[config.mk]
export PLATFORM = sky130hd
export DESIGN_NAME = rgb_led_arbiter
export DESIGN_NICKNAME = d
export VERILOG_FILES = /design/src/rtl/rgb_led_arbiter.sv
export SDC_FILE = /design/constraint.sdc
export NUM_CORES = 1
export LEC_CHECK = 0
export CAP_MARGIN = 5
export CORE_MARGIN = 1
export CORE_UTILIZATION = 30
export DETAILED_ROUTE_END_ITERATION = 10
export PLACE_DENSITY = 0.44
export SYNTH_ARGS = -nofsm -noshare
export SYNTH_HDL_FRONTEND = slang
export SYNTH_SLANG_ARGS = --single-unit
export TNS_END_PERCENT = 10
[constraint.sdc]
create_clock -name clk -period 2.82 [get_ports clk]
set_input_delay 0.564 -clock clk [delete_from_list [all_inputs] [get_ports clk]]
set_output_delay 0.564 -clock clk [all_outputs]
set_load 0.1 [all_outputs]
[src/rtl/rgb_led_arbiter.sv]
// rgb_led_arbiter
//   Shares the single RGB LED between two colour sources. Arbitration uses
//   req/grant with a round-robin tie-break. A minimum display hold prevents
//   flicker on fast hand-offs, and a maximum grant time stops one source from
//   starving the other. All outputs are registered and active-high. The top
//   level inverts red/green/blue onto the physical pins.
//
// Ports
//   clk              system clock
//   rst              synchronous, active-high reset
//   req[1:0]         per-source request
//   color0/color1    source colours {r,g,b}
//   grant[1:0]       one-hot owner, 00 when no owner
//   red/green/blue   LED drive
//   busy             1 whenever the arbiter is not idle
module rgb_led_arbiter #(
    parameter int HOLD_CYCLES      = 1200000,
    parameter int MAX_GRANT_CYCLES = 12000000
) (
    input  logic       clk,
    input  logic       rst,
    input  logic [1:0] req,
    input  logic [2:0] color0,
    input  logic [2:0] color1,
    output logic [1:0] grant,
    output logic       red,
    output logic       green,
    output logic       blue,
    output logic       busy
);

    localparam int CW = $clog2(MAX_GRANT_CYCLES + 1);
    localparam logic [CW-1:0] HOLD_LAST = CW'(HOLD_CYCLES - 1);
    localparam logic [CW-1:0] MAX_LAST  = CW'(MAX_GRANT_CYCLES - 1);

    typedef enum logic [1:0] {IDLE, OWN, LINGER} state_t;

    state_t          state;
    logic            owner;
    logic            last_owner;
    logic [CW-1:0]   cnt;

    logic [1:0][2:0] colors;
    logic [2:0]      owner_color;
    logic [CW-1:0]   cnt_inc;

    logic            pick_vld;
    logic            pick_src;
    logic            rearb;
    logic            preempt;
    logic            to_linger;
    logic            do_grant;
    logic            new_src;

    assign colors      = {color1, color0};
    assign owner_color = colors[owner];

    // Counter saturates one below the max so the pre-empt compare stays true
    // for as long as the owner keeps its request without a competitor.
    assign cnt_inc = (cnt == MAX_LAST) ? cnt : cnt + CW'(1);

    // Round-robin pick: a lone requester wins; on a tie, the source that did
    // not own last wins.
    assign pick_vld = |req;
    assign pick_src = (req == 2'b11) ? ~last_owner : req[1];

    always_comb begin
        rearb     = 1'b0;
        preempt   = 1'b0;
        to_linger = 1'b0;
        unique case (state)
            IDLE:   rearb = 1'b1;
            LINGER: rearb = (cnt == HOLD_LAST);
            OWN: begin
                // Release is checked ahead of pre-emption. When the owner has
                // dropped req, the arbitration can only pick the other source.
                if (!req[owner]) begin
                    rearb     = (cnt >= HOLD_LAST);
                    to_linger = (cnt <  HOLD_LAST);
                end else begin
                    preempt = (cnt == MAX_LAST) && req[~owner];
                end
            end
            default: rearb = 1'b1;
        endcase
        do_grant = (rearb && pick_vld) || preempt;
        new_src  = preempt ? ~owner : pick_src;
    end

    always_ff @(posedge clk) begin
        if (rst) begin
            state      <= IDLE;
            owner      <= 1'b0;
            last_owner <= 1'b1;
            cnt        <= '0;
            grant      <= 2'b00;
            busy       <= 1'b0;
            red        <= 1'b0;
            green      <= 1'b0;
            blue       <= 1'b0;
        end else begin
            if (do_grant) begin
                state      <= OWN;
                owner      <= new_src;
                last_owner <= new_src;
                grant      <= {new_src, ~new_src};
                cnt        <= '0;
                busy       <= 1'b1;
            end else if (rearb) begin
                state <= IDLE;
                grant <= 2'b00;
                cnt   <= '0;
                busy  <= 1'b0;
            end else if (to_linger) begin
                state <= LINGER;
                grant <= 2'b00;
                cnt   <= cnt_inc;
            end else begin
                cnt <= cnt_inc;
            end

            // The display follows the owner while it owns the LED, including
            // the hand-off edge. It blanks only when nobody takes over, and
            // it freezes during LINGER.
            if (rearb && !pick_vld)
                {red, green, blue} <= 3'b000;
            else if (state == OWN && !to_linger)
                {red, green, blue} <= owner_color;
        end
    end

endmodule
==> summary by stage, run 1 <==
Outcome
The run finished with clean final reports.

Timing
The final total negative setup slack is 0 ns. The post-route minimum period is 2.327 ns. Headroom to the max-slew limit came out at 63.60%. The final count of negative-setup-slack endpoints is 0. At the pin with the least slew margin, the transition time is 0.5384 ns. On the final layout, the worst hold slack is 0.4556 ns. The least setup slack across all paths after layout is 0.4931 ns. The count of endpoints failing hold in the final timing report is 0. On the final layout, the worst clock skew is 0.008758 ns. Setup repair after global routing left no endpoint under its margin. The max-slew violation count is 0. Derived from the worst setup path, the maximum achievable clock frequency is 429.8 MHz.

Dividing the final minimum period by the clock period gives 82.51%.

Routing
In the final routed layout, each cell accounts on average for 12.36 um. The detailed router finished its first iteration with 51 violations. The remaining number of nets flagged by the antenna check after routing is 0.

The final wirelength is 3536 um. The iteration count of the initial detailed-routing pass is 4. The per-cell via count in the routed design is 4.941. The total number of vias is 1413. For this run, design rule violations remaining after detail routing come to 0.

Clock tree
The buffers inserted during post-CTS setup optimization is 0. The root buffer cell chosen for the clock tree is sky130_fd_sc_hd__clkbuf_8. Hold repair after CTS inserted 0 buffers. The clock net in this run drives a total of 34 sinks. Clock tree synthesis inserted a total of 5 buffers. The CTS H-tree depth is 2.

The TritonCTS clock tree is built. The clock transition at the register clock pins on the worst setup and hold paths after CTS is 0.07 ns. The number of gates resized after CTS was 0. The maximum buffer depth of the clock tree is 2. The clock latency at the later pin of the worst-skew pair is 0.28 ns.

Setup path
The sort of element at the start of the critical path is a register. The largest fanout on the critical path is 11. By startpoint and endpoint, the worst setup path is classified as reg -> reg. The family with the most delay on the worst path is simple AND/OR/NAND/NOR gates. The longest individual stage delay on the worst path is 0.56 ns. The required arrival time at the worst endpoint is 2.99 ns. The data arrival time of the critical path is 2.50 ns. Counting both buffers and inverters, the worst setup path holds a total of 1. The critical path goes through nor3b_1 > nand4b_1 > or3_1 > nor3_1 > or4_1 > buf_4 > nor2_1. Among all stages on the critical path, the largest delay is contributed by sky130_fd_sc_hd__or3_1. The worst register-to-register path has a setup slack of 0.49 ns.

The worst setup path is captured at a register. The startpoint of the most critical register-to-register path is cnt[12]. The endpoint identified for the worst register-to-register timing path is cnt[16]. Measured in cells, the most critical reg-to-reg path has a length of 7.

GRT
The largest net degree at the start of global routing is 12. The number of antenna violations at the first check in global routing is 0. The global-route congestion overflow total is 0.

For this run, the total global-route usage over all layers was measured as 13.30%. The wire length of the first global-routing pass is 6196 um. The number of global-route vias before repair is 1338.

Power
For this design the static power due to leakage is 0.7272 nW. The total power density per cell area is 561.7 nW/um^2. IR analysis of the VDD net gives a maximum drop of 0.2236 mV.

Placement
Once placement finished, the instance area stood at 1886 um^2. The congestion estimate from routability-driven global placement came to 0.8387. Detailed placement finished with a half-perimeter wire length of 2724 um. The number of placed cells counting well taps is 278. The worst-case setup slack after placement is 0.3883 ns. The total of buffers placed on input and output ports is 15.

Floorplanning
During I/O placement, the number of pins put on the boundary was 16. The core outline area is 5205 um^2. Once the floorplan was initialized, standard cells occupied 31.90% of the core. Measured along the x axis, the die boundary spans 76.40 um.

The die outline height is 76.40 um. The site row count is 26. The overall die area is 5836 um^2.

Cells and area
The synthesis-to-finish area growth is 19.97%. Cells with a size suffix above 1 make up 9.259% of the layout. The library cell used most frequently in the layout, excluding fill and tap cells, is sky130_fd_sc_hd__nor2_1.

The antenna diode instance count is 0. The finished cells cover 1992 um^2. In the final layout, the registers with the most flip-flops are cnt x24, grant x2, state x2.

In the layout the commonest cells are sky130_fd_sc_hd__nor2_1, sky130_fd_sc_hd__dfxtp_1, sky130_fd_sc_hd__xor2_1. The finished layout holds 286 standard cells, fillers aside. The register with the most flip-flops is cnt. At the end of the flow, the number of nets in the layout was 228. The number of flip-flops under the largest register name is 24.

Synth
The synthesized area per cell is 8.515 um^2. The mux contribution to synthesized area is 3.014%. The largest family of logic cells by synthesized area is simple AND/OR/NAND/NOR gates.

The synthesized net count is 208. In this run, distinct cell masters in the synthesized netlist total 37. The post-synthesis instance area is 1660 um^2. The fraction of the mapped netlist area in adder cells is 2.261%. Of the total synthesized cell area, the portion taken by XOR and XNOR cells is 11.08%. Summing the areas of all compound-gate instances in the mapped netlist gives 11.91% of the synthesized area. The basic-gate share of the synthesized area counting and, or, nand and nor cells is 26.83%.

In the synthesized netlist, the number of instances is 195. The number of warnings reported in the yosys synthesis log is 0. The total of flip-flops plus latches after synthesis is 34. After synthesis, flip-flops and latches occupy 40.99% of the total area.

Hold path
For hold timing, the worst endpoint is busy. The path type of the worst min-delay path is reg -> reg. The startpoint of the tightest hold check path is busy. The worst hold path depth is 2.

Job
The total of max-cap violations is 0.
cells in the mapped netlist:
cell	instances	area, um^2
sky130_fd_sc_hd__a211o_1	1	8.760
sky130_fd_sc_hd__a211oi_1	4	30.03
sky130_fd_sc_hd__a21oi_1	5	25.02
sky130_fd_sc_hd__a31oi_1	2	12.51
sky130_fd_sc_hd__a41o_1	1	10.01
sky130_fd_sc_hd__and3_1	8	50.05
sky130_fd_sc_hd__and3_4	1	11.26
sky130_fd_sc_hd__and4_1	1	8.760
sky130_fd_sc_hd__and4_4	1	11.26
sky130_fd_sc_hd__and4b_1	2	20.02
sky130_fd_sc_hd__buf_2	4	20.02
sky130_fd_sc_hd__clkbuf_1	2	7.510
sky130_fd_sc_hd__dfxtp_1	34	680.7
sky130_fd_sc_hd__ha_1	3	37.54
sky130_fd_sc_hd__inv_1	10	37.54
sky130_fd_sc_hd__mux2i_1	5	50.05
sky130_fd_sc_hd__nand2_1	14	52.55
sky130_fd_sc_hd__nand2b_4	1	13.76
sky130_fd_sc_hd__nand3_1	11	55.05
sky130_fd_sc_hd__nand4_1	4	25.02
sky130_fd_sc_hd__nand4b_1	1	8.760
sky130_fd_sc_hd__nor2_1	35	131.4
sky130_fd_sc_hd__nor2b_1	2	12.51
sky130_fd_sc_hd__nor3_1	3	15.01
sky130_fd_sc_hd__nor3b_1	1	7.510
sky130_fd_sc_hd__nor4b_1	1	8.760
sky130_fd_sc_hd__o211ai_1	4	30.03
sky130_fd_sc_hd__o211ai_2	1	12.51
sky130_fd_sc_hd__o21ai_0	3	15.01
sky130_fd_sc_hd__o22ai_1	2	12.51
sky130_fd_sc_hd__o311a_1	1	10.01
sky130_fd_sc_hd__o31ai_1	3	22.52
sky130_fd_sc_hd__o32ai_1	1	8.760
sky130_fd_sc_hd__or3_1	1	6.260
sky130_fd_sc_hd__or4_1	1	7.510
sky130_fd_sc_hd__xnor2_1	6	52.55
sky130_fd_sc_hd__xor2_1	15	131.4
how the worst max path moves through the flow:
stage | cells after the start | startpoint | slack (ns) | to
2_1_floorplan | 8 | req[0] | 0.80 | grant[1]
4_1_cts | 7 | cnt[14] | 0.46 | green
3_3_place_gp | 7 | req[1] | 0.42 | grant[1]
3_5_place_dp | 7 | req[1] | 0.39 | state[0]
6_report | 7 | cnt[12] | 0.49 | cnt[16]
5_1_grt | 7 | cnt[14] | 0.28 | green
final cells by class:
| type | instances | area [um^2] |
|---|---|---|
| inverters | 10 | 37.54 |
| clock inverters | 1 | 30.03 |
| repair buffers | 19 | 165.2 |
| multi-input cells | 145 | 914.6 |
| flip-flops and latches | 34 | 680.7 |
| well taps | 70 | 87.58 |
| clock buffers | 7 | 76.32 |
| fillers | 533 | 3213 |
per-stage QoR:
stage          utilization, %  total power [mW]
5_1_grt                 38.27             1.183
6_report                38.27             1.119
4_1_cts                 38.27             1.142
3_3_place_gp            36.23            0.6991
2_1_floorplan               -            0.6520
3_5_place_dp            36.23            0.7015
worst register-to-register path: cells and delay by family (launching register included):
kind                   cells  cell delay, ns
AND/OR/NAND/NOR            6            1.55
flip-flops                 1            0.42
buffers and inverters      1            0.25
metal layers:
metal,global-route usage [%],vias up,wire [um]
met5,0,-,0
met4,5.192,0,48
met3,3.473,5,159
met2,21.26,31,1688
met1,17.04,656,1640
li1,-,721,-
kinds of logic after synthesis:
| logic type | count (synthesis) |
|---|---|
| xor gates and xnor gates | 21 |
| and+or+nand+nor | 88 |
| buffers and inverters | 16 |
| muxes | 5 |
| adders and majority gates | 3 |
| DFF | 34 |
| AOI/OAI and AO/OA | 28 |
report_power, final:
| group | leakage (nW) | internal, mW | switching, mW | total [mW] |
|---|---|---|---|---|
| combinational | 0.399 | 0.0583 | 0.122 | 0.180 |
| clock | 0.0524 | 0.264 | 0.165 | 0.430 |
| sequential | 0.276 | 0.497 | 0.0119 | 0.509 |
(Power assumes the default switching activity.)
==> inputs of run 2 (changes only) <==
- PLACE_DENSITY: 0.44 -> 0.46
- clock period: 2.82 -> 2.1 ns (I/O delays scaled with it)
==> summary by stage, run 2 (synthesized netlist as in run 1, its figures left out) <==
Outcome
The run finished with clean final reports.

Clock tree
The maximum buffer depth of the clock tree is 2 (unchanged). The clock transition at the register clock pins on the worst setup and hold paths after CTS was 0.07 ns (about the same). The clock latency at the later pin of the worst-skew pair was 0.29 ns (about the same). The TritonCTS clock tree is built. The number of buffers created by CTS is 5 (unchanged). The CTS H-tree depth is 2 (unchanged). The buffers inserted during post-CTS setup optimization is 0 (unchanged). The clock tree root buffer cell is sky130_fd_sc_hd__clkbuf_8. The number of sinks on the clock net is 34 (unchanged).

Timing
The final count of negative-setup-slack endpoints is 0 (unchanged). The achievable clock frequency is 487.0 MHz (+13%). The count of endpoints failing hold in the final timing report is 0 (unchanged). The worst clock skew is 0.008809 ns (+0.00005046 ns).

The max-slew violation count is 0 (unchanged). The final critical-path share of the clock period is 97.79% (+15 points). The final total negative setup slack is 0 ns (unchanged). The transition at the pin with the smallest max-transition slack is 0.3028 ns (-0.2356 ns).

The least setup slack across all paths after layout is 0.04651 ns (-0.4466 ns). The worst hold slack is 0.4682 ns (+0.01258 ns). Setup repair after global routing could not meet its margin everywhere. The post-route minimum period is 2.053 ns (-0.2734 ns).

The max-slew headroom at the worst pin came to 79.64% (+16 points).

Job
The total of max-cap violations is 0 (unchanged).

Placement
The half-perimeter wire length of the detailed placement result is 2888 um (+6.0%). The worst-case setup slack after placement is -0.07370 ns (-0.4620 ns). The global placer's final weighted congestion came to 0.8185 (-2.4%). The area of placed instances was 2043 um^2 (+8.4%). The total of buffers placed on input and output ports is 15 (unchanged).

Floorplanning
The count of pins on the block boundary came to 16 (unchanged). The overall die width came to 76.40 um (unchanged). The core outline area is 5205 um^2 (unchanged). The overall die area is 5836 um^2 (unchanged).

The die outline height is 76.40 um (unchanged). The site row count is 26 (unchanged). The starting utilization of the core area is 31.90% (unchanged).

GRT
The overall global routing resource usage came to 13.86% (+0.55 points). The number of global-route vias before repair is 1404 (+4.9%). The wire length of the first global-routing pass is 6430 um (+3.8%). The largest net degree at the start of global routing is 19 (+7).

The global-route congestion overflow total is 0 (unchanged). The number of antenna violations at the first check in global routing is 0 (unchanged).

Setup path
The largest fanout on the critical path was 5 (-6). The number of cells traversed by the worst register-to-register path came to 7 (unchanged). The data arrival time of the critical path is 2.27 ns (-0.23 ns). The required arrival time at the worst endpoint was 2.32 ns (-0.67 ns). STA classifies the critical path endpoint as a register. In this run the critical register-to-register path is captured at state[0]. The worst setup path is of the reg -> reg kind. The startpoint identified for the worst register-to-register timing path is cnt[4]. The worst reg-to-reg setup slack is 0.05 ns (-0.45 ns). STA classifies the critical path startpoint as a register.

Routing
The DRC violation total after the first TritonRoute iteration is 72 (+41%). The post-route DRC violation count is 0 (unchanged). The per-cell via count in the routed design is 4.928 (-0.25%). The total number of vias came to 1513 (+7.1%). The wire length per cell came to 12.96 um (+4.8%).

The remaining number of nets flagged by the antenna check after routing is 0 (unchanged). The final wirelength came to 3978 um (+13%). The iteration count of the initial detailed-routing pass is 4 (unchanged).

Cells and area
The antenna diode instance count is 0 (unchanged). The share of final-layout standard cells stronger than drive strength 1 came to 22.78% (+14 points). The number of flip-flops under the largest register name is 24 (unchanged). The largest registers in the layout are cnt x24, grant x2, state x2. The most common library cell in the layout ignoring fill and taps is sky130_fd_sc_hd__nor2_1.

In the layout the commonest cells are sky130_fd_sc_hd__nor2_1, sky130_fd_sc_hd__buf_4, sky130_fd_sc_hd__dfxtp_1. The register with the most flip-flops is cnt. Relative to the synthesized area, the layout overhead comes to 32.40%. The layout net count is 249 (+9.2%). The design area is 2198 um^2 (+10%).

Power
The overall power is 1.528 mW (+37%). The worst IR drop on VDD is 0.2560 mV (+15%). The leakage power of the design is 0.8616 nW (+18%).

The total power density per cell area is 695.1 nW/um^2 (+24%).

Hold path
The worst hold path depth was 2 (unchanged). In this run the worst hold path is classified as reg -> reg. For hold timing, the worst endpoint is busy. In this run the most critical hold path is launched from busy.
==> run 2: power by group <==
group / internal, mW / leakage, nW / switching, mW / total (mW)
registers: 0.667 / 0.278 / 0.0121 / 0.679
clock network: 0.331 / 0.0575 / 0.243 / 0.574
logic: 0.0984 / 0.526 / 0.176 / 0.275
total: 1.10 / 0.862 / 0.431 / 1.53
==> run 2: timing repair <==
item                       CTS  global route
gates resized for setup      3            11
hold endpoints to repair     0             0
setup endpoints to repair   24            27
pin swaps                    0             1
hold buffers                 0             0
==> run 2: routing by layer <==
layer	track usage [%]	part of all wire [%]	vias to the layer above
met5	0	0	-
met4	7.500	2.5	0
met1	18.04	47	693
li1	-	-	765
met3	2.635	4.1	9
met2	21.53	46	46
==> run 2: per-stage QoR <==
step	cells	utilization, %
detailed placement	299	39.25
global placement	299	39.25
finish	307	42.24
global route	307	42.24
CTS	307	41.66
floorplan	195	-
==> run 2: worst max-delay path by stage <==
| stage | start | end | slack [ns] | cells after the start |
|---|---|---|---|---|
| 2_1_floorplan | cnt[0] | grant[1] | 0.09 | 8 |
| 3_3_place_gp | req[1] | state[0] | -0.05 | 7 |
| 3_5_place_dp | req[0] | state[0] | -0.07 | 7 |
| 4_1_cts | cnt[12] | grant[0] | 0.009 | 7 |
| 5_1_grt | cnt[19] | owner | -0.01 | 7 |
| 6_report | cnt[4] | state[0] | 0.05 | 7 |
==> run 2: area by class of cell <==
| type | instances | area [um^2] |
|---|---|---|
| Inverter | 10 | 37.54 |
| Tap cell | 70 | 87.58 |
| Sequential cell | 34 | 686.9 |
| Fill cell | 527 | 3007 |
| Multi-Input combinational cell | 145 | 949.7 |
| Clock buffer | 8 | 110.1 |
| Timing Repair Buffer | 40 | 326.6 |
==> run 2: critical path, stage by stage, from the launching register on <==
cell and delay [ns]:
sky130_fd_sc_hd__dfxtp_1 0.33, sky130_fd_sc_hd__and4_4 0.20, sky130_fd_sc_hd__and3_1 0.23, sky130_fd_sc_hd__o211ai_2 0.23, sky130_fd_sc_hd__a21oi_2 0.10, sky130_fd_sc_hd__or4_4 0.54, sky130_fd_sc_hd__nand2b_4 0.17, sky130_fd_sc_hd__o22ai_1 0.16
==> inputs of run 3 (changes only) <==
- PLACE_DENSITY: 0.46 -> 0.44
- clock period: 2.1 -> 1.9 ns (I/O delays scaled with it)
==> summary by stage, run 3 (synthesized netlist as in run 1, its figures left out) <==
Setup path
STA classifies the critical path startpoint as a register. The category of the worst setup path capture point is a register. The path type of the worst setup path is reg -> reg. The required arrival time at the worst endpoint is 2.12 ns (-0.20 ns). The largest fanout on the critical path came to 6 (+1). The data arrival time of the critical path is 2.17 ns (-0.10 ns).

Timing
The max-slew headroom at the worst pin is 78.47% (-1.2 points). The final count of negative-setup-slack endpoints came to 8 (+8). The post-route minimum period came to 1.956 ns (-0.09730 ns). The max-slew violation count came to 0 (unchanged).

The transition at the pin with the smallest max-transition slack is 0.3202 ns (+0.01734 ns). The final critical-path share of the clock period is 103.0% (+5.2 points). The least setup slack across all paths after layout is -0.05619 ns (-0.1027 ns). The worst clock skew was 0.01011 ns (+0.001303 ns).

The achievable clock frequency came to 511.2 MHz (+5.0%). Setup repair after global routing could not meet its margin everywhere. The count of endpoints failing hold in the final timing report was 0 (unchanged).

Placement
The half-perimeter wire length of the detailed placement result is 3083 um (+6.8%). The area of placed instances is 2221 um^2 (+8.7%). The total of buffers placed on input and output ports is 15 (unchanged). The global placer's final weighted congestion came to 0.8367 (+2.2%).

Floorplanning
The overall die width is 76.40 um (unchanged). The site row count is 26 (unchanged). The die outline height is 76.40 um (unchanged). The overall die area is 5836 um^2 (unchanged).

The core outline area was 5205 um^2 (unchanged). The starting utilization of the core area is 31.90% (unchanged). The count of pins on the block boundary came to 16 (unchanged).

Routing
The post-route DRC violation count is 0 (unchanged). The total number of vias is 1571 (+3.8%). The iteration count of the initial detailed-routing pass came to 4 (unchanged). The final wirelength is 4194 um (+5.4%). The wire length per cell is 12.71 um (-1.9%).

The remaining number of nets flagged by the antenna check after routing was 0 (unchanged). The per-cell via count in the routed design was 4.761 (-3.4%). The DRC violation total after the first TritonRoute iteration is 72 (unchanged).

Outcome
The final reports fail on setup timing. The flow ran to the end, but the final reports show violations.

Clock tree
The maximum buffer depth of the clock tree is 2 (unchanged). The count of hold-fix buffers inserted at cts is 0 (unchanged). TritonCTS built the clock tree. The clock tree root buffer cell is sky130_fd_sc_hd__clkbuf_8. The number of buffers created by CTS was 5 (unchanged). The number of sinks on the clock net is 34 (unchanged). The clock transition at the register clock pins on the worst setup and hold paths after CTS is 0.07 ns (about the same). The clock latency at the later pin of the worst-skew pair is 0.28 ns (about the same). The CTS H-tree depth was 2 (unchanged).

Cells and area
The register with the most flip-flops is cnt. The share of final-layout standard cells stronger than drive strength 1 is 36.92% (+14 points). Leaving out fill and tap cells, the most frequent cells in the layout are sky130_fd_sc_hd__buf_4, sky130_fd_sc_hd__nor2_1, sky130_fd_sc_hd__dfxtp_1.

The antenna diode instance count was 0 (unchanged). The final core utilization is 46.78% (+4.5 points). The largest registers in the layout are cnt x24, grant x2, state x2. The number of flip-flops under the largest register name is 24 (unchanged). The library cell used most frequently in the layout, excluding fill and tap cells, is sky130_fd_sc_hd__buf_4. The design area is 2435 um^2 (+11%). The layout filler cell count is 514 (-2.5%). The layout net count is 274 (+10%).

Compared with the post-synthesis result, the final layout area differs by 46.65%.

GRT
The largest net degree at the start of global routing is 16 (-3). The number of global-route vias before repair is 1583 (+13%). The wire length of the first global-routing pass was 7327 um (+14%). The number of antenna violations at the first check in global routing is 0 (unchanged). The global-route congestion overflow total was 0 (unchanged). The overall global routing resource usage is 15.74% (+1.9 points).

Hold path
The path type of the worst min-delay path is reg -> reg.

Power
The leakage power of the design is 0.9754 nW (+13%). The worst IR drop on VDD is 0.3014 mV (+18%). The total power density per cell area is 668.0 nW/um^2 (-3.9%).

Job
The total of max-cap violations is 0 (unchanged).
run 3: final cells by class:
| type | count | area, um^2 | area share [%] |
|---|---|---|---|
| timing repair buffer | 65 | 521.8 | 21.43 |
| sequential | 34 | 699.4 | 28.73 |
| inverter | 10 | 37.54 | 1.542 |
| tap | 70 | 87.58 | 3.597 |
| clock buffer | 6 | 82.58 | 3.392 |
| multi-input combinational | 145 | 1006 | 41.32 |
run 3: worst paths after layout:
check | slack (ns) | end | from | cells past startpoint
setup / recovery | -0.06 | owner | cnt[18] | 7
hold / removal | 0.46 | busy | busy | 2
setup reg to reg | -0.06 | owner | cnt[18] | 7
hold reg to reg | 0.46 | busy | busy | 2
run 3: per-layer routing:
| metal | up-vias | track usage, % | part of all wire, % |
|---|---|---|---|
| li1 | 815 | - | - |
| met1 | 731 | 20.18 | 48 |
| met2 | 19 | 24.86 | 47 |
| met3 | 6 | 4.311 | 3.4 |
| met4 | 0 | 6.346 | 1.2 |
| met5 | - | 0 | 0 |
run 3: through the flow:
stage	setup TNS [ns]	hold WS, ns	cells	total power, mW	setup WS [ns]
final	-0.1988	0.4566	330	1.626	-0.05619
after CTS	-0.1856	0.4575	329	1.633	-0.03307
after detailed placement	-5.934	0.4471	321	1.092	-0.2203
after global placement	-4.408	0.4480	321	1.087	-0.1714
after floorplan	-0.6387	0.4491	195	0.9683	-0.04760
after global routing	-2.013	0.4941	330	1.715	-0.1377
run 3: timing repair:
action                     in CTS  in global routing
setup endpoints to repair      34                 34
gates resized for setup        21                 12
pin swaps                      11                  6
buffers inserted                2                  1
run 3: power breakdown:
| part | switching, mW | internal [mW] | total (mW) |
|---|---|---|---|
| sequential | 0.0161 | 0.738 | 0.754 |
| clock | 0.241 | 0.279 | 0.520 |
| combinational | 0.211 | 0.141 | 0.353 |
| total | 0.468 | 1.16 | 1.63 |
run 3: critical path, stage by stage, from the launching register on:
cell and delay, ns:
sky130_fd_sc_hd__dfxtp_4 0.38, sky130_fd_sc_hd__and4b_1 0.20, sky130_fd_sc_hd__nand4b_1 0.13, sky130_fd_sc_hd__or3_4 0.43, sky130_fd_sc_hd__o211ai_1 0.23, sky130_fd_sc_hd__o311a_4 0.26
sky130_fd_sc_hd__o211ai_1 0.13, sky130_fd_sc_hd__a21oi_1 0.15
